### src/rtl/hazard_scheduler.sv
`default_nettype none
// ---------------------------------------------------------------------------
// hazard_scheduler : RAW hazard detection over a shadow EXE/MEM pipeline,
//                    with branch flush, stall/flush FSM and event counters.
// Revision 1.0
// ---------------------------------------------------------------------------
module hazard_scheduler #(
    parameter int FWD_EN = 0,
    parameter int CNT_W  = 16
) (
    input  logic             clk,
    input  logic             rst,
    input  logic [4:0]       src1,
    input  logic [4:0]       src2,
    input  logic             isSrc2,
    input  logic             id_wb_en,
    input  logic             id_mem_read,
    input  logic [4:0]       id_dest,
    input  logic             br_taken,
    output logic             freez,
    output logic             flush,
    output logic [1:0]       state,
    output logic [CNT_W-1:0] stall_cnt,
    output logic [CNT_W-1:0] flush_cnt
);

    typedef enum logic [1:0] {
        RUN    = 2'b00,
        STALL  = 2'b01,
        SQUASH = 2'b10
    } state_t;

    localparam logic [CNT_W-1:0] C_CNT_MAX = {CNT_W{1'b1}};
    localparam logic [CNT_W-1:0] C_CNT_ONE = {{(CNT_W-1){1'b0}}, 1'b1};

    state_t     r_state;
    state_t     w_state_nx;
    logic       r_exe_wb, r_exe_rd, r_mem_wb, r_mem_rd;
    logic [4:0] r_exe_dest, r_mem_dest;
    logic [CNT_W-1:0] r_stall_cnt, r_flush_cnt;
    logic       w_exe_hit, w_mem_hit, w_hazard;

    // Register 0 is hard-wired, so a slot writing it never matches.
    always_comb begin
        w_exe_hit = r_exe_wb && (r_exe_dest != 5'd0) &&
                    ((r_exe_dest == src1) || (isSrc2 && (r_exe_dest == src2)));
        w_mem_hit = r_mem_wb && (r_mem_dest != 5'd0) &&
                    ((r_mem_dest == src1) || (isSrc2 && (r_mem_dest == src2)));
        if (FWD_EN != 0) begin
            w_hazard = w_exe_hit && r_exe_rd;
        end else begin
            w_hazard = w_exe_hit || w_mem_hit;
        end
    end

    assign flush = !rst && br_taken;
    assign freez = !rst && w_hazard && !br_taken;

    always_ff @(posedge clk) begin
        if (rst) begin
            r_exe_wb   <= 1'b0;
            r_exe_rd   <= 1'b0;
            r_exe_dest <= 5'd0;
            r_mem_wb   <= 1'b0;
            r_mem_rd   <= 1'b0;
            r_mem_dest <= 5'd0;
        end else begin
            r_mem_wb   <= r_exe_wb;
            r_mem_rd   <= r_exe_rd;
            r_mem_dest <= r_exe_dest;
            if (freez || flush) begin
                r_exe_wb   <= 1'b0;
                r_exe_rd   <= 1'b0;
                r_exe_dest <= 5'd0;
            end else begin
                r_exe_wb   <= id_wb_en;
                r_exe_rd   <= id_mem_read;
                r_exe_dest <= id_dest;
            end
        end
    end

    always_comb begin
        w_state_nx = RUN;
        if (flush) begin
            w_state_nx = SQUASH;
        end else if (freez) begin
            w_state_nx = STALL;
        end
    end

    always_ff @(posedge clk) begin
        if (rst) begin
            r_state <= RUN;
        end else begin
            r_state <= w_state_nx;
        end
    end

    // Event counters stick at all-ones instead of wrapping.
    always_ff @(posedge clk) begin
        if (rst) begin
            r_stall_cnt <= '0;
            r_flush_cnt <= '0;
        end else begin
            if (freez && (r_stall_cnt != C_CNT_MAX)) begin
                r_stall_cnt <= r_stall_cnt + C_CNT_ONE;
            end
            if (flush && (r_flush_cnt != C_CNT_MAX)) begin
                r_flush_cnt <= r_flush_cnt + C_CNT_ONE;
            end
        end
    end

    assign state     = r_state;
    assign stall_cnt = r_stall_cnt;
    assign flush_cnt = r_flush_cnt;

endmodule
`default_nettype wire

### config.mk
export PLATFORM = sky130hd
export DESIGN_NAME = hazard_scheduler
export DESIGN_NICKNAME = d
export VERILOG_FILES = /design/src/rtl/hazard_scheduler.sv
export SDC_FILE = /design/constraint.sdc
export NUM_CORES = 1
export LEC_CHECK = 0
export ABC_AREA = 1
export BUFFER_PORTS_ARGS = -buffer_cell sky130_fd_sc_hd__buf_2
export CAP_MARGIN = 20
export CORE_MARGIN = 4
export CORE_UTILIZATION = 47
export CTS_BUF_LIST = sky130_fd_sc_hd__clkbuf_8 sky130_fd_sc_hd__clkbuf_16
export DETAILED_ROUTE_END_ITERATION = 8
export PLACE_DENSITY = 0.69
export SYNTH_ARGS = -nofsm -noshare
export SYNTH_HDL_FRONTEND = slang
export SYNTH_SLANG_ARGS = --single-unit
### constraint.sdc
create_clock -name clk -period 1.8 [get_ports clk]
set_input_delay 0.36 -clock clk [delete_from_list [all_inputs] [get_ports clk]]
set_output_delay 0.36 -clock clk [all_outputs]
set_load 0.02 [all_outputs]
# Word-level counts from Yosys, hierarchy flattened
# Cells that the tools add are included.
# word_totals
reg_bits	46
in_bits	21
output_inout_bits	36
# op_classes
eq_ne	6
reduce_logical	21
mux	2
addsub	2
# op_table
cell	n
adder 16 x 1 -> 16 bit (second input constant)	2
!= test 16 bit (second input constant)	2
equality test 5 bit	4
logical AND 1 bit	11
nonzero test 5 bit	2
logical OR 1 bit	4
OR reduction 2 bit	2
zero test 1 bit	2
two-way mux 2 bit	1
two-way mux 1 bit	1

# Depth between registers and ports, before layout
# depth
ltp_word	9
ltp_mapped	12
mapped_depth_nobuf	12

# Least setup slack after synthesis
# Ideal clock, no wire load.
# synth_path
kind	flip-flop to flip-flop
start	register r_flush_cnt[0] (netlist: flush_cnt[0])
end	register r_flush_cnt[11] (netlist: flush_cnt[11])
n_path_buf	1
synth_period_minus_slack_ns	1.842
slack_ns	-0.042
setup_ns	0.141
path_stages_with_launch	10
required_ns	1.659
arrival_ns	1.702
cell_sequence	dfxtp_1 > ha_1 > inv_1 > nor4_4 > nand3_2 > nand2_4 > inv_4 > buf_6 > nand2_1 > a21oi_2
# synth_via
elab_chain_cells	2
elab_cells_between_ends	3
cone_classes	add/sub: 1; eq/ne: 1; reduce/logical: 1
# synth_lines
element	line	text
from (decl)	40	logic [CNT_W-1:0] r_stall_cnt, r_flush_cnt;
from (signal assigned)	110	r_flush_cnt <= r_flush_cnt + C_CNT_ONE;
parallel branches: the longest is 2 deep, another holds adder 16 x 1 -> 16 bit	--	
# Several ways; the timed one is not identified.
# A chain may end at the register's enable or synchronous reset.

# Final worst setup path
# layout_path
start	register r_exe_dest[0]
end	output freez
# layout_via
elab_chain_cells	7
elab_cells_between_ends	10
cone_classes	eq/ne: 2; reduce/logical: 8
# layout_lines
element	line	text
from (decl)	39	logic [4:0] r_exe_dest, r_mem_dest;
from (signal assigned)	78	r_exe_dest <= id_dest;
equality test 5 bit	46	((r_exe_dest == src1) || (isSrc2 && (r_exe_dest == src2)));
logical AND 1 bit	46	
logical OR 1 bit	46	
logical AND 1 bit (*)	45	w_exe_hit = r_exe_wb && (r_exe_dest != 5'd0) &&
logical OR 1 bit (*)	52	w_hazard = w_exe_hit || w_mem_hit;
logical AND 1 bit (*) (2 in series)	57	assign freez = !rst && w_hazard && !br_taken;
to (decl)	20	output logic freez,
# Mark *: on every way between the ends. The rest lies on a longest branch, timed or not.

==> metrics.md <==
| Metric | Value |
|---|---|
| Clk Latency, worst-skew pair | `300 ps` |
| Sink count of the clock tree | `46` |
| Clock-pin transition on the worst setup and hold timing paths | `80 ps` |
| Min Tclk post-route | `1850 ps` |
| Clock buffers created by TritonCTS | `5` |
| Count of buffers inserted at the top-level ports | `55` |
| Overall overflow remaining after global route | `0` |
| Synth cell types | `29` |
| Largest net degree at the start of global routing | `31` |
| Initial standard-cell utilization of the core | `49.5%` |
| WL final | `6.64 mm` |
| Count of max-cap constraint violations | `0` |
| Xor/xnor share of the synthesized area | `6.63%` |
| Net count after synthesis | `437` |
| Final WS setup | `-47.7 ps` |
| Pins over their slew limit | `0` |
| Number of global-route vias before repair | `2558` |
| TritonRoute pass-1 iters | `5` |
| Post-Syn Area per Cell | `6.70 µm²` |
| I/O pin count | `57` |
| Gate count of the mapped netlist | `414` |
| Synthesized-area fraction occupied by and/or/nand/nor cells | `40.6%` |
| TritonCTS clock tree | `done` |
| Average detailed-routed wire length per instance | `11.7 µm` |
| Static leakage | `1.64 nW` |
| Crit. End Element | `primary output` |
| Rows | `27` |
| Core area | `0.00561 mm²` |
| CTS H-Tree Depth | `2` |
| Max Root-Sink Buffers | `2` |
| DRC violation count after routing | `0` |
| Startpoint of the lowest-slack hold path | `rst` |
| Chain of cells forming the critical path | `inv_2, nand2_1, nand2_1, nor2_1, nand3_1, nand2_1, nand2_2, nand2_2, nand2_4, inv_2, buf_6` |
| Most used cells in the layout excluding fill and tap cells | `nand2_1, buf_2, nor2_1, inv_1, dfxtp_1` |
| Share of synthesized area occupied by flip-flops and latches | `33.2%` |
| VDD IR max | `0.000343 V` |
| Start of the worst register-to-register path | `r_exe_dest[0]` |
| Total count of hold-check failures in the final report | `0` |
| Final GP Congestion | `0.927` |
| Crit. Startpoint | `r_exe_dest[0]` |
| Placed inst area | `0.00321 mm²` |
| Final critical-path share of the clock period | `103%` |
| Area enclosed by the die boundary | `0.00720 mm²` |
| DP HPWL | `4.93 mm` |
| Hold bufs inserted after CTS | `0` |
| Utilization after layout | `61.6%` |
| Via/cell ratio | `5.03` |
| Share of cell area taken by muxes after synthesis | `0%` |
| RSZ-0062 raised after global routing | `yes` |
| CP max stage cell | `dfxtp_2` |
| Setup tns final | `-60.8 ps` |
| Delay-heaviest family, CP | `simple AND/OR/NAND/NOR gates` |
| Largest incremental delay on the critical path | `360 ps` |
| Hold EP | `state[1]` |
| Via count | `2861` |
| Critical path's most frequent cell | `nand2_1` |
| Kind of critical path | `flip-flop to primary output` |
| Power per unit of standard cell area | `545 mW/mm²` |
| Initial DRC count | `111` |
| Die outline width | `84.8 µm` |
| Hold depth | `2` |
| Worst relative slew slack | `67.6%` |
| Actual slew at the worst max-slew pin | `485 ps` |
| Maximum fanout along the worst path | `4` |
| End of the worst register-to-register path | `state[0]` |
| Placed instance count | `549` |
| Ys Warns | `0` |
| Dominant combinational cell family by area after synthesis | `simple AND/OR/NAND/NOR gates` |
| Overall power consumption | `1.88 mW` |
| Setup Viol. Count Final | `2` |
| Leading cell type in the layout, fill and taps excluded | `nand2_1` |
| # nets final | `519` |
| Post-Synth Adder-Cell Area | `0.902%` |
| Setup Skew | `4.20 ps` |
| Number of antenna violations at the first check in global routing | `0` |
| Depth of the worst register-to-register path | `16` |
| Post-synthesis instance area | `0.00277 mm²` |
| Layout area overhead | `24.6%` |
| Register-to-register setup slack | `-10 ps` |
| Final standard cell count with taps included and fillers excluded | `569` |
| GRT Util Overall | `18.8%` |
| Vertical die dimension | `84.8 µm` |
| Arrival time worst endpoint | `1490 ps` |
| Clock tree root buffer cell | `clkbuf_8` |
| Worst-case hold slack | `246 ps` |
| Fmax | `0.541 GHz` |
| Worst hold-check path type | `primary input to flip-flop` |
| Fraction of layout instances using a drive strength above 1 | `33.4%` |
| Compound-Gate Fraction of Synth Area | `7.89%` |
| Setup Slack @ Placement | `54.1 ps` |
| Violated checks | `negative setup slack` |
| Number of nets with antenna violations after routing | `0` |
| Fin area | `0.00346 mm²` |
| Count of antenna diodes in the layout | `0` |
| Critical Path Source Type | `flip-flop` |
| Result of the run | `finished with violations` |
| Critical path buffers and inverters | `3` |
| Required time worst endpoint | `1440 ps` |
| Register bit count reported by yosys | `46` |
| Global-route wire length before repair | `11.3 mm` |
## how the worst max path moves through the flow
stage                              end  slack [ps]  cells past startpoint
final                            freez         -50                     11
after detailed placement         freez          50                     12
after CTS                        freez         -50                     11
after floorplan           stall_cnt[8]           7                      8
after global placement           freez          60                     12
after global routing             freez        -190                     11
## power by group
group / switching [mW] / total [mW] / internal, mW
sequential: 0.0124 / 1.04 / 1.03
clock: 0.348 / 0.653 / 0.305
combinational: 0.115 / 0.186 / 0.0703
total: 0.476 / 1.88 / 1.41
## sequential cells by signal, indices dropped and copies added, names as in the netlist
| signal | flops |
|---|---|
| r_mem_dest | 5 |
| r_exe_wb | 1 |
| flush_cnt | 16 |
| state | 2 |
| r_mem_wb | 1 |
| r_exe_dest | 5 |
| stall_cnt | 16 |
## cell families (layout without fill, tap and decap cells)
logic type	after synthesis	count (layout)
simple gates	244	244
buf+inv	70	153
flops	46	46
compound gates	31	31
xor+xnor	21	21
fa+ha+maj	2	2
## layout make-up
type	instances	area (µm²)
Fill cell	563	2150
Multi-Input combinational cell	298	1580
Sequential cell	46	938
Timing Repair Buffer	85	531
Inverter	60	228
Tap cell	72	90.1
Clock buffer	6	82.6
Clock inverter	2	8.76
## worst register-to-register path: cells and delay by family (launching register included)
family / cells / cell delay (ps)
DFF: 1 / 360
buffers and inverters: 8 / 830
and+or+nand+nor: 8 / 600
## Yosys cell counts
library cell | n | area, µm²
nand2_2 | 18 | 113
nand3_1 | 26 | 130
nor3_1 | 8 | 40.0
xnor2_1 | 7 | 61.3
nand2_1 | 109 | 409
nand4_1 | 22 | 138
and2_1 | 1 | 6.26
nand4_2 | 1 | 12.5
inv_2 | 2 | 7.51
nand2_4 | 1 | 11.3
o21ai_1 | 1 | 5.00
inv_1 | 56 | 210
a21oi_1 | 7 | 35.0
dfxtp_1 | 46 | 921
buf_6 | 2 | 22.5
xor2_1 | 14 | 123
nand3_2 | 2 | 20.0
nor4_4 | 1 | 21.3
nor2_1 | 51 | 191
ha_1 | 2 | 25.0
a21oi_2 | 17 | 149
buf_2 | 1 | 5.00
o21ai_0 | 6 | 30.0
clkbuf_1 | 6 | 22.5
nor3_4 | 1 | 16.3
clkinv_1 | 1 | 3.75
inv_4 | 1 | 6.26
nor4_1 | 3 | 18.8
buf_12 | 1 | 20.0
## repair_timing
action,CTS,global route
gates resized for setup,23,13
endpoints found under the setup margin,1,18
pin swaps,8,10
setup buffers,7,6
## per-layer routing
metal | share of wire (%) | vias up | GRT usage (%)
met1 | 47 | 1287 | 24.8
met5 | 0 | - | 0
met4 | 1.5 | 0 | 5.90
met3 | 6.0 | 12 | 3.69
met2 | 46 | 81 | 31.0
li1 | - | 1481 | -
No activity file was read; power rests on OpenSTA's default activity.
